<file path="src/rtl/fanout_pkg.sv">
// Shared types and default sizing for the eager-fork fanout controller.
package fanout_pkg;

    typedef enum logic [0:0] {
        StIdle,
        StPartial
    } fork_state_e;

    localparam int unsigned NUM_OUT_DEF = 9;
    localparam int unsigned DATA_W_DEF  = 17;
    localparam int unsigned CNT_W_DEF   = 16;

endpackage

</file>
<file path="src/rtl/fanout_fork_lane.sv">
// One consumer lane of the eager fork: sticky accepted bit, participant snapshot,
// per-lane valid/fire and the lane's contribution to the producer ready.
module fanout_fork_lane
    import fanout_pkg::*;
(
    input  logic clk,
    input  logic flush,
    input  logic clk_en,
    input  logic part_live,
    input  logic partial,
    input  logic load,
    input  logic clear,
    input  logic in_valid,
    input  logic out_ready,
    output logic part,
    output logic out_valid,
    output logic fire,
    output logic ready_term
);

    logic done_q, done_d;
    logic part_q, part_d;

    always_comb begin
        // Config is frozen while a token is partially delivered.
        part       = partial ? part_q : part_live;
        out_valid  = in_valid & part & ~done_q & ~flush;
        fire       = out_valid & out_ready;
        ready_term = ~part | done_q | out_ready;
    end

    always_comb begin
        done_d = clear ? 1'b0 : (done_q | fire);
        part_d = load ? part_live : part_q;
    end

    always_ff @(posedge clk) begin
        if (flush) begin
            done_q <= 1'b0;
            part_q <= 1'b0;
        end else if (clk_en) begin
            done_q <= done_d;
            part_q <= part_d;
        end
    end

endmodule

</file>
<file path="src/rtl/fanout_fork_ctrl.sv">
// Eager-fork controller: broadcasts one producer token to all participating lanes
// and releases the producer only once every participant has accepted it.
module fanout_fork_ctrl
    import fanout_pkg::*;
#(
    parameter int unsigned NUM_OUT = NUM_OUT_DEF,
    parameter int unsigned DATA_W  = DATA_W_DEF,
    parameter int unsigned CNT_W   = CNT_W_DEF
) (
    input  logic               clk,
    input  logic               flush,
    input  logic               clk_en,
    input  logic [NUM_OUT-1:0] cfg_enable,
    input  logic [NUM_OUT-1:0] cfg_select,
    input  logic               in_valid,
    input  logic [DATA_W-1:0]  in_data,
    output logic               in_ready,
    output logic [NUM_OUT-1:0] out_valid,
    output logic [DATA_W-1:0]  out_data,
    input  logic [NUM_OUT-1:0] out_ready,
    output logic [CNT_W-1:0]   token_count,
    output logic [CNT_W-1:0]   drop_count,
    output logic               busy
);

    fork_state_e state_q, state_d;

    logic [NUM_OUT-1:0] part_live;
    logic [NUM_OUT-1:0] part;
    logic [NUM_OUT-1:0] fire;
    logic [NUM_OUT-1:0] ready_term;
    logic               partial;
    logic               complete;
    logic               go_partial;
    logic [CNT_W-1:0]   token_q, token_d;
    logic [CNT_W-1:0]   drop_q, drop_d;

    assign part_live = cfg_enable & cfg_select;
    assign partial   = (state_q == StPartial);

    for (genvar i = 0; i < NUM_OUT; i++) begin : g_lane
        fanout_fork_lane u_lane (
            .clk        (clk),
            .flush      (flush),
            .clk_en     (clk_en),
            .part_live  (part_live[i]),
            .partial    (partial),
            .load       (go_partial),
            .clear      (complete),
            .in_valid   (in_valid),
            .out_ready  (out_ready[i]),
            .part       (part[i]),
            .out_valid  (out_valid[i]),
            .fire       (fire[i]),
            .ready_term (ready_term[i])
        );
    end

    always_comb begin
        in_ready   = ~flush & (&ready_term);
        complete   = in_valid & in_ready;
        go_partial = ~partial & in_valid & ~in_ready & (|fire);
    end

    always_ff @(posedge clk) begin
        if (flush) begin
            state_q <= StIdle;
            token_q <= '0;
            drop_q  <= '0;
        end else if (clk_en) begin
            state_q <= state_d;
            token_q <= token_d;
            drop_q  <= drop_d;
        end
    end

    always_comb begin
        state_d = state_q;
        unique case (state_q)
            StIdle:    if (go_partial) state_d = StPartial;
            StPartial: if (complete) state_d = StIdle;
            default:   state_d = StIdle;
        endcase
    end

    always_comb begin
        token_d = token_q;
        drop_d  = drop_q;
        if (complete) begin
            if (|part) token_d = token_q + CNT_W'(1);
            else       drop_d  = drop_q + CNT_W'(1);
        end
    end

    always_comb begin
        busy        = partial;
        out_data    = in_data;
        token_count = token_q;
        drop_count  = drop_q;
    end

endmodule
</file>
<file path="config.mk">
export PLATFORM = sky130hd
export DESIGN_NAME = fanout_fork_ctrl
export DESIGN_NICKNAME = d
export VERILOG_FILES = /design/src/rtl/fanout_pkg.sv /design/src/rtl/fanout_fork_lane.sv /design/src/rtl/fanout_fork_ctrl.sv
export SDC_FILE = /design/constraint.sdc
export NUM_CORES = 1
export LEC_CHECK = 0
export CORE_ASPECT_RATIO = 2
export CORE_MARGIN = 4
export CORE_UTILIZATION = 35
export CTS_CLUSTER_DIAMETER = 60
export DETAILED_ROUTE_END_ITERATION = 7
export PLACE_DENSITY_LB_ADDON = 0.3
export REMOVE_ABC_BUFFERS = 1
export SLEW_MARGIN = 20
export SYNTH_ARGS = -nofsm -noshare
export SYNTH_HDL_FRONTEND = slang
export SYNTH_SLANG_ARGS = --single-unit
</file>
<file path="constraint.sdc">
create_clock -name clk -period 2.8 [get_ports clk]
set_input_delay 0.42 -clock clk [delete_from_list [all_inputs] [get_ports clk]]
set_output_delay 0.42 -clock clk [all_outputs]
set_load 0.02 [all_outputs]
</file>
# [Word level (Yosys, flattened, before mapping)]
# Cells that the tools add are included.
[classes] n_addsub=2 mul=0 n_div=0 order_cmp=0 n_eq_ne=0 shift=0 mux=21 bitwise=91 n_reduce_logical=6
[ops] cell="AND 1 bit" count=41
[ops] cell="adder 16 x 1 -> 16 bit, second input constant" count=2
[ops] cell="bitwise OR 1 bit" count=27
[ops] cell="inverter 1 bit" count=22
[ops] cell="2-to-1 mux 1 bit" count=20
[ops] cell="OR reduction 9 bit" count=2
[ops] cell="AND 9 bit" count=1
[ops] cell="AND reduction 9 bit" count=1
[ops] cell="AND reduction 3 bit" count=2
[ops] cell="one-hot mux 1 bit (2 select lines)" count=1
[ops] cell="AND reduction 2 bit" count=1
[word_totals] ff_bits=51 latchBits=0 mem_bits_rw=0 romBits=0 wordCells=141 memories=0

# [Logic depth before layout (Yosys ltp)]
[logic_depth] depth_word=12 mapped_depth=10 depth_no_buf=6

# [Hierarchy]
# A second synthesis with hierarchy kept.
[unflattened] hier_cells=344 hier_area_um2=3100.5
[by_module_without_submodules] mod="fanout_fork_ctrl" instances=1 cells_per_inst=218 area_each_um2=1839.3 seq_area_each_um2=660.6
[by_module_without_submodules] mod="fanout_fork_lane" instances=9 cells_per_inst=14 area_each_um2=140.1 seq_area_each_um2=40.0

# [Least setup slack after synthesis]
# OpenSTA, ideal clock, no wires.
[synth_path] path_type="register to register" from="reg state_q (netlist: busy)" to="reg g_lane[7].u_lane.part_q" setup_ns=0.121 t_arrival_ns=2.313 t_required_ns=2.679 slack_ns=0.366 stages_incl_launch_ff=10 n_path_buf=3 period_less_slack_ns=2.434 path_cell_list="dfxtp_1 -> buf_6 -> buf_6 -> nand2_1 -> o21a_1 -> o32a_1 -> and3_4 -> or4_4 -> buf_6 -> mux2_4"
[synth_via] elab_chain_len=10
[synth_rtl] item="start, declared" line_no="fanout_fork_ctrl.sv:26" rtl="fork_state_e state_q, state_d;"
[synth_rtl] item="start signal, assigned" line_no="fanout_fork_ctrl.sv:67" rtl="state_q <= StIdle;"
[synth_rtl] item="start signal, assigned" line_no="fanout_fork_ctrl.sv:71" rtl="state_q <= state_d;"
[synth_rtl] item="2-to-1 mux 1 bit" line_no="fanout_fork_lane.sv:26" rtl="part = partial ? part_q : part_live;"
[synth_rtl] item="inverter 1 bit" line_no="fanout_fork_lane.sv:29" rtl="ready_term = ~part | done_q | out_ready;"
[synth_rtl] item="bitwise OR 1 bit (2 in series)" line_no="fanout_fork_lane.sv:29"
[synth_rtl] item="AND reduction 9 bit *" line_no="fanout_fork_ctrl.sv:60" rtl="in_ready = ~flush & (&ready_term);"
[synth_rtl] item="AND 1 bit *" line_no="fanout_fork_ctrl.sv:60"
[synth_rtl] item="via in_ready" line_no="fanout_fork_ctrl.sv:17" rtl="output logic in_ready,"
[synth_rtl] item="inverter 1 bit *" line_no="fanout_fork_ctrl.sv:62" rtl="go_partial = ~partial & in_valid & ~in_ready & (|fire);"
[synth_rtl] item="AND 1 bit * (2 in series)" line_no="fanout_fork_ctrl.sv:62"
[synth_rtl] item="AND reduction 2 bit (no line) *"
[synth_rtl] item="end signal, assigned" line_no="fanout_fork_lane.sv:43" rtl="part_q <= part_d;"
[synth_rtl] item="end, declared" line_no="fanout_fork_lane.sv:22" rtl="logic part_q, part_d;"
# The timed path passes the listed nets; every way through them passes the cells marked *.
# A chain may end at the register's enable or synchronous reset.

# [Worst setup path in the final report]
[layout_path] from="in cfg_select[6]" to="out out_valid[6]"
[layout_via] elab_chain_len=5
[layout_rtl] item="start, declared" line_no="fanout_fork_ctrl.sv:14" rtl="input logic [NUM_OUT-1:0] cfg_select,"
[layout_rtl] item="AND 9 bit" line_no="fanout_fork_ctrl.sv:38" rtl="assign part_live = cfg_enable & cfg_select;"
[layout_rtl] item="2-to-1 mux 1 bit" line_no="fanout_fork_lane.sv:26"
[layout_rtl] item="AND 1 bit (3 in series)" line_no="fanout_fork_lane.sv:27" rtl="out_valid = in_valid & part & ~done_q & ~flush;"
[layout_rtl] item="end, declared" line_no="fanout_fork_ctrl.sv:18" rtl="output logic [NUM_OUT-1:0] out_valid,"
# No other way between the ends.

==> impl_results.md <==
* Sw frac at between 20% and 30%
* First-pass DRT Iterations at 4
* Power Total at roughly 0.0018 W
* P_sw at 0.000401 W
* Sequential share of power at 42.1%
* Synth Flop Type: dfxtp_1
* Crit path kind: in -> out
* Slew Limit Fails at 0
* 1st-iter DRT viols at 146
* Startpoint types: input port
* Sequential area share after synthesis at between 30% and 40%
* PwrDens at 442 nW/um^2
* Chip Width at approximately 73 um
* Worst EP arrival at around 2.1 ns
* Critical Path Start: cfg_select[6]
* Overflow after GRT at 0
* Clk sink count at 51
* Wl on met1 at about 3.4 mm
* IO Pins at 108
* Syn_area_per_cell at 8.08 sq um
* Final setup viols at 0
* ANT nets after route at 0
* Cell variety after synth at 47
* Number of flops mapped to enable cells by yosys at 0
* Vias in the first global route at around 3.0k
* Routability cong. at 0.894
* Outcome: finished clean
* HPWL Detailed at 6.91 mm
* Skew-Pair Late Insertion Delay at 0.29 ns
* Min-delay src: g_lane[2].u_lane.part_q$_SDFFE_PP0P_
* Worst-path clk slew at ~0.070 ns
* Post-DP Area at 3770 sq um
* Slew @ Worst Pin at 0.726 ns
* Max Used Layer: met4
* Synth Instances at 371
* Layout area overhead at 32.4%
* Total Neg Setup Slack at 0 ns
* IO Port Bufs at 73
* First-pass GRT wire length at 14.2 mm
* Share of cells above drive strength 1 at 10.7%
* Total CTS buffers at 5
* Max Clock Freq at 397 MHz
* Worst vdd ir at about 0.26 mV
* Part of the power in combinational logic at a little over an eighth
* MaxCap Viol Count at 0
* Netlist Area Pre-Place at 3000 sq um
* CP Capture Type: primary output
* Root buffer cell: clkbuf_16
* Pin count of the biggest net entering global routing at 36
* # diodes at 0
* Final wirelength at just under 9 mm
* Largest fanout on the critical path at 3
* Postcts setup bufs at 0
* Wire length on met3 at 580 um
* Seq cells post-synth at 51
* Cell area after layout at 3970 sq um
* Clock power share at between 40% and 50%
* WHS at 0.459 ns
* Antenna violations before repair at 0
* Final Skew at 0.00650 ns
* Post-synth ARST share at 0%
* H-tree levels at 2
* Hold Path Class: reg -> reg
* Worst reg2reg path startpoint: busy$_SDFFE_PP0P_
* Lkg Pwr at 1.42 nW
* RSZ-0062 raised after global routing: no
* Met2 routed WL at 4.69 mm
* Final Hold Viols at 0
* Row count at 47
* Hold buffers post-CTS at 0
* DIE HEIGHT at 139 um
* CP required at about 2.4 ns
* Core area at 8290 sq um
* Vias per cell at 5.70
* GRT Total Usage at around 17%
* Slew Limit Headroom at 50.3%
* Routed via count at 2998
* Fin nets at 477
* Drt wl/cell at roughly 17 um
* Pint at ~0.0014 W
* Post-cts sizing count at 1
* CTS tree: yes
* Die Area at 10200 sq um
* Period Utilization, post-route at around 90%
* CTS max path bufs at 2
* Fin crit period at 2.52 ns
* DR DRC count at 0
* Worst Setup Slack, final at 0.281 ns
* Initial core utilization at between 30% and 40%
* Setup WS pre-CTS at -0.0134 ns
* # fillers at between 800 and 900
* Yosys Warn Count at 0
## flip-flops by register name, summed over array words and instances, names as in the netlist
| name | count |
|---|---|
| g_lane.u_lane.part_q | 9 |
| g_lane.u_lane.done_q | 9 |
| drop_count | 16 |
| token_count | 16 |
| busy | 1 |
## power by group through the flow
| stage | clock [W] | sequential [W] | combinational [W] |
|---|---|---|---|
| final | 0.000789 | 0.000739 | 0.000228 |
| after CTS | 0.000809 | 0.000739 | 0.000230 |
| after floorplan | 0 | 0.000757 | 0.0000891 |
| after global routing | 0.000836 | 0.000740 | 0.000246 |
| after detailed placement | 0 | 0.000755 | 0.000229 |
| after global placement | 0 | 0.000755 | 0.000228 |
## path summary, 6_finish.rpt
kind / endpoint / slack [ns] / cells after the start
max: out_valid[6] / 0.28 / 5
min: g_lane[2].u_lane.part_q$_SDFFE_PP0P_ / 0.46 / 2
max reg2reg: drop_count[9]$_SDFFE_PP0P_ / 0.29 / 7
min reg2reg: g_lane[2].u_lane.part_q$_SDFFE_PP0P_ / 0.46 / 2
## metal layers
layer,track usage [%],vias up
met1,18.2,1391
li1,-,1484
met4,7.07,0
met5,0,-
met2,31.4,109
met3,4.93,14
## area by class of cell
class | count | area (sq um) | area share [%]
Multi-Input combinational cell | 261 | 1630 | 41.1
Sequential cell | 51 | 1020 | 25.7
Timing Repair Buffer | 100 | 973 | 24.5
Clock buffer | 5 | 125 | 3.15
Tap cell | 98 | 123 | 3.09
Clock inverter | 3 | 67.6 | 1.70
Inverter | 8 | 30.0 | 0.756
## critical path, cell delays in order
cell and delay [ns]:
clkdlybuf4s50_1 0.51, nand3b_1 0.14, a21oi_1 0.24, and3_1 0.18
clkdlybuf4s50_1 0.61
## synth_stat cells (6+ instances only)
master    number  area [sq um]
a211oi_1       7          52.6
a21oi_1       39           195
a31oi_1        8          50.1
and3_1        11          68.8
buf_4         26           195
clkbuf_1      14          52.6
dfxtp_1       51          1020
inv_1          8          30.0
mux2i_1        9          90.1
nand2_1       43           161
nand3_1       16          80.1
nand3b_1       8          60.1
nand4_1        7          43.8
nor2_1         7          26.3
nor3_1        11          55.1
o21ai_0        6          30.0
o31ai_1       20           150
or4_1         20           150
## cells in the final DEF, fill, tap and decap left out, types with 3 or more instances in the layout
cell             synthesis  final
or4_1                   20     20
a21oi_1                 39     39
buf_4                   26     24
and4_1                   4      4
o21ai_1                  3      3
o21ai_0                  6      6
nor3_1                  11     11
clkbuf_16                0      5
nand3_1                 16     16
nor2_1                   7      7
nor4_1                   3      3
mux2i_1                  9      9
a31oi_1                  8      8
and3_1                  11     11
nand2_1                 43     43
buf_12                   0      3
or3_1                    3      3
dfxtp_1                 51     50
clkdlybuf4s50_1          0     72
nand3b_1                 8      8
nor4_2                   3      3
nand4_1                  7      7
o31ai_1                 20     20
a211oi_1                 7      7
inv_1                    8      8
nor2b_1                  4      4
## logic make-up after synthesis
group | after synthesis | share of synthesized area, %
DFF | 51 | 34.0
AOI/OAI and AO/OA | 97 | 20.3
adders and majority gates | 2 | 0.834
muxes | 12 | 4.26
and+or+nand+nor | 150 | 29.0
buffers and inverters | 59 | 11.6
## through the flow
stage / utilization, % / std cells
floorplan: - / 320
global placement: 45.5 / 518
detailed placement: 45.5 / 518
CTS: 47.9 / 526
global route: 47.9 / 526
finish: 47.9 / 526
Note: power is estimated with default switching activity, not from simulation.
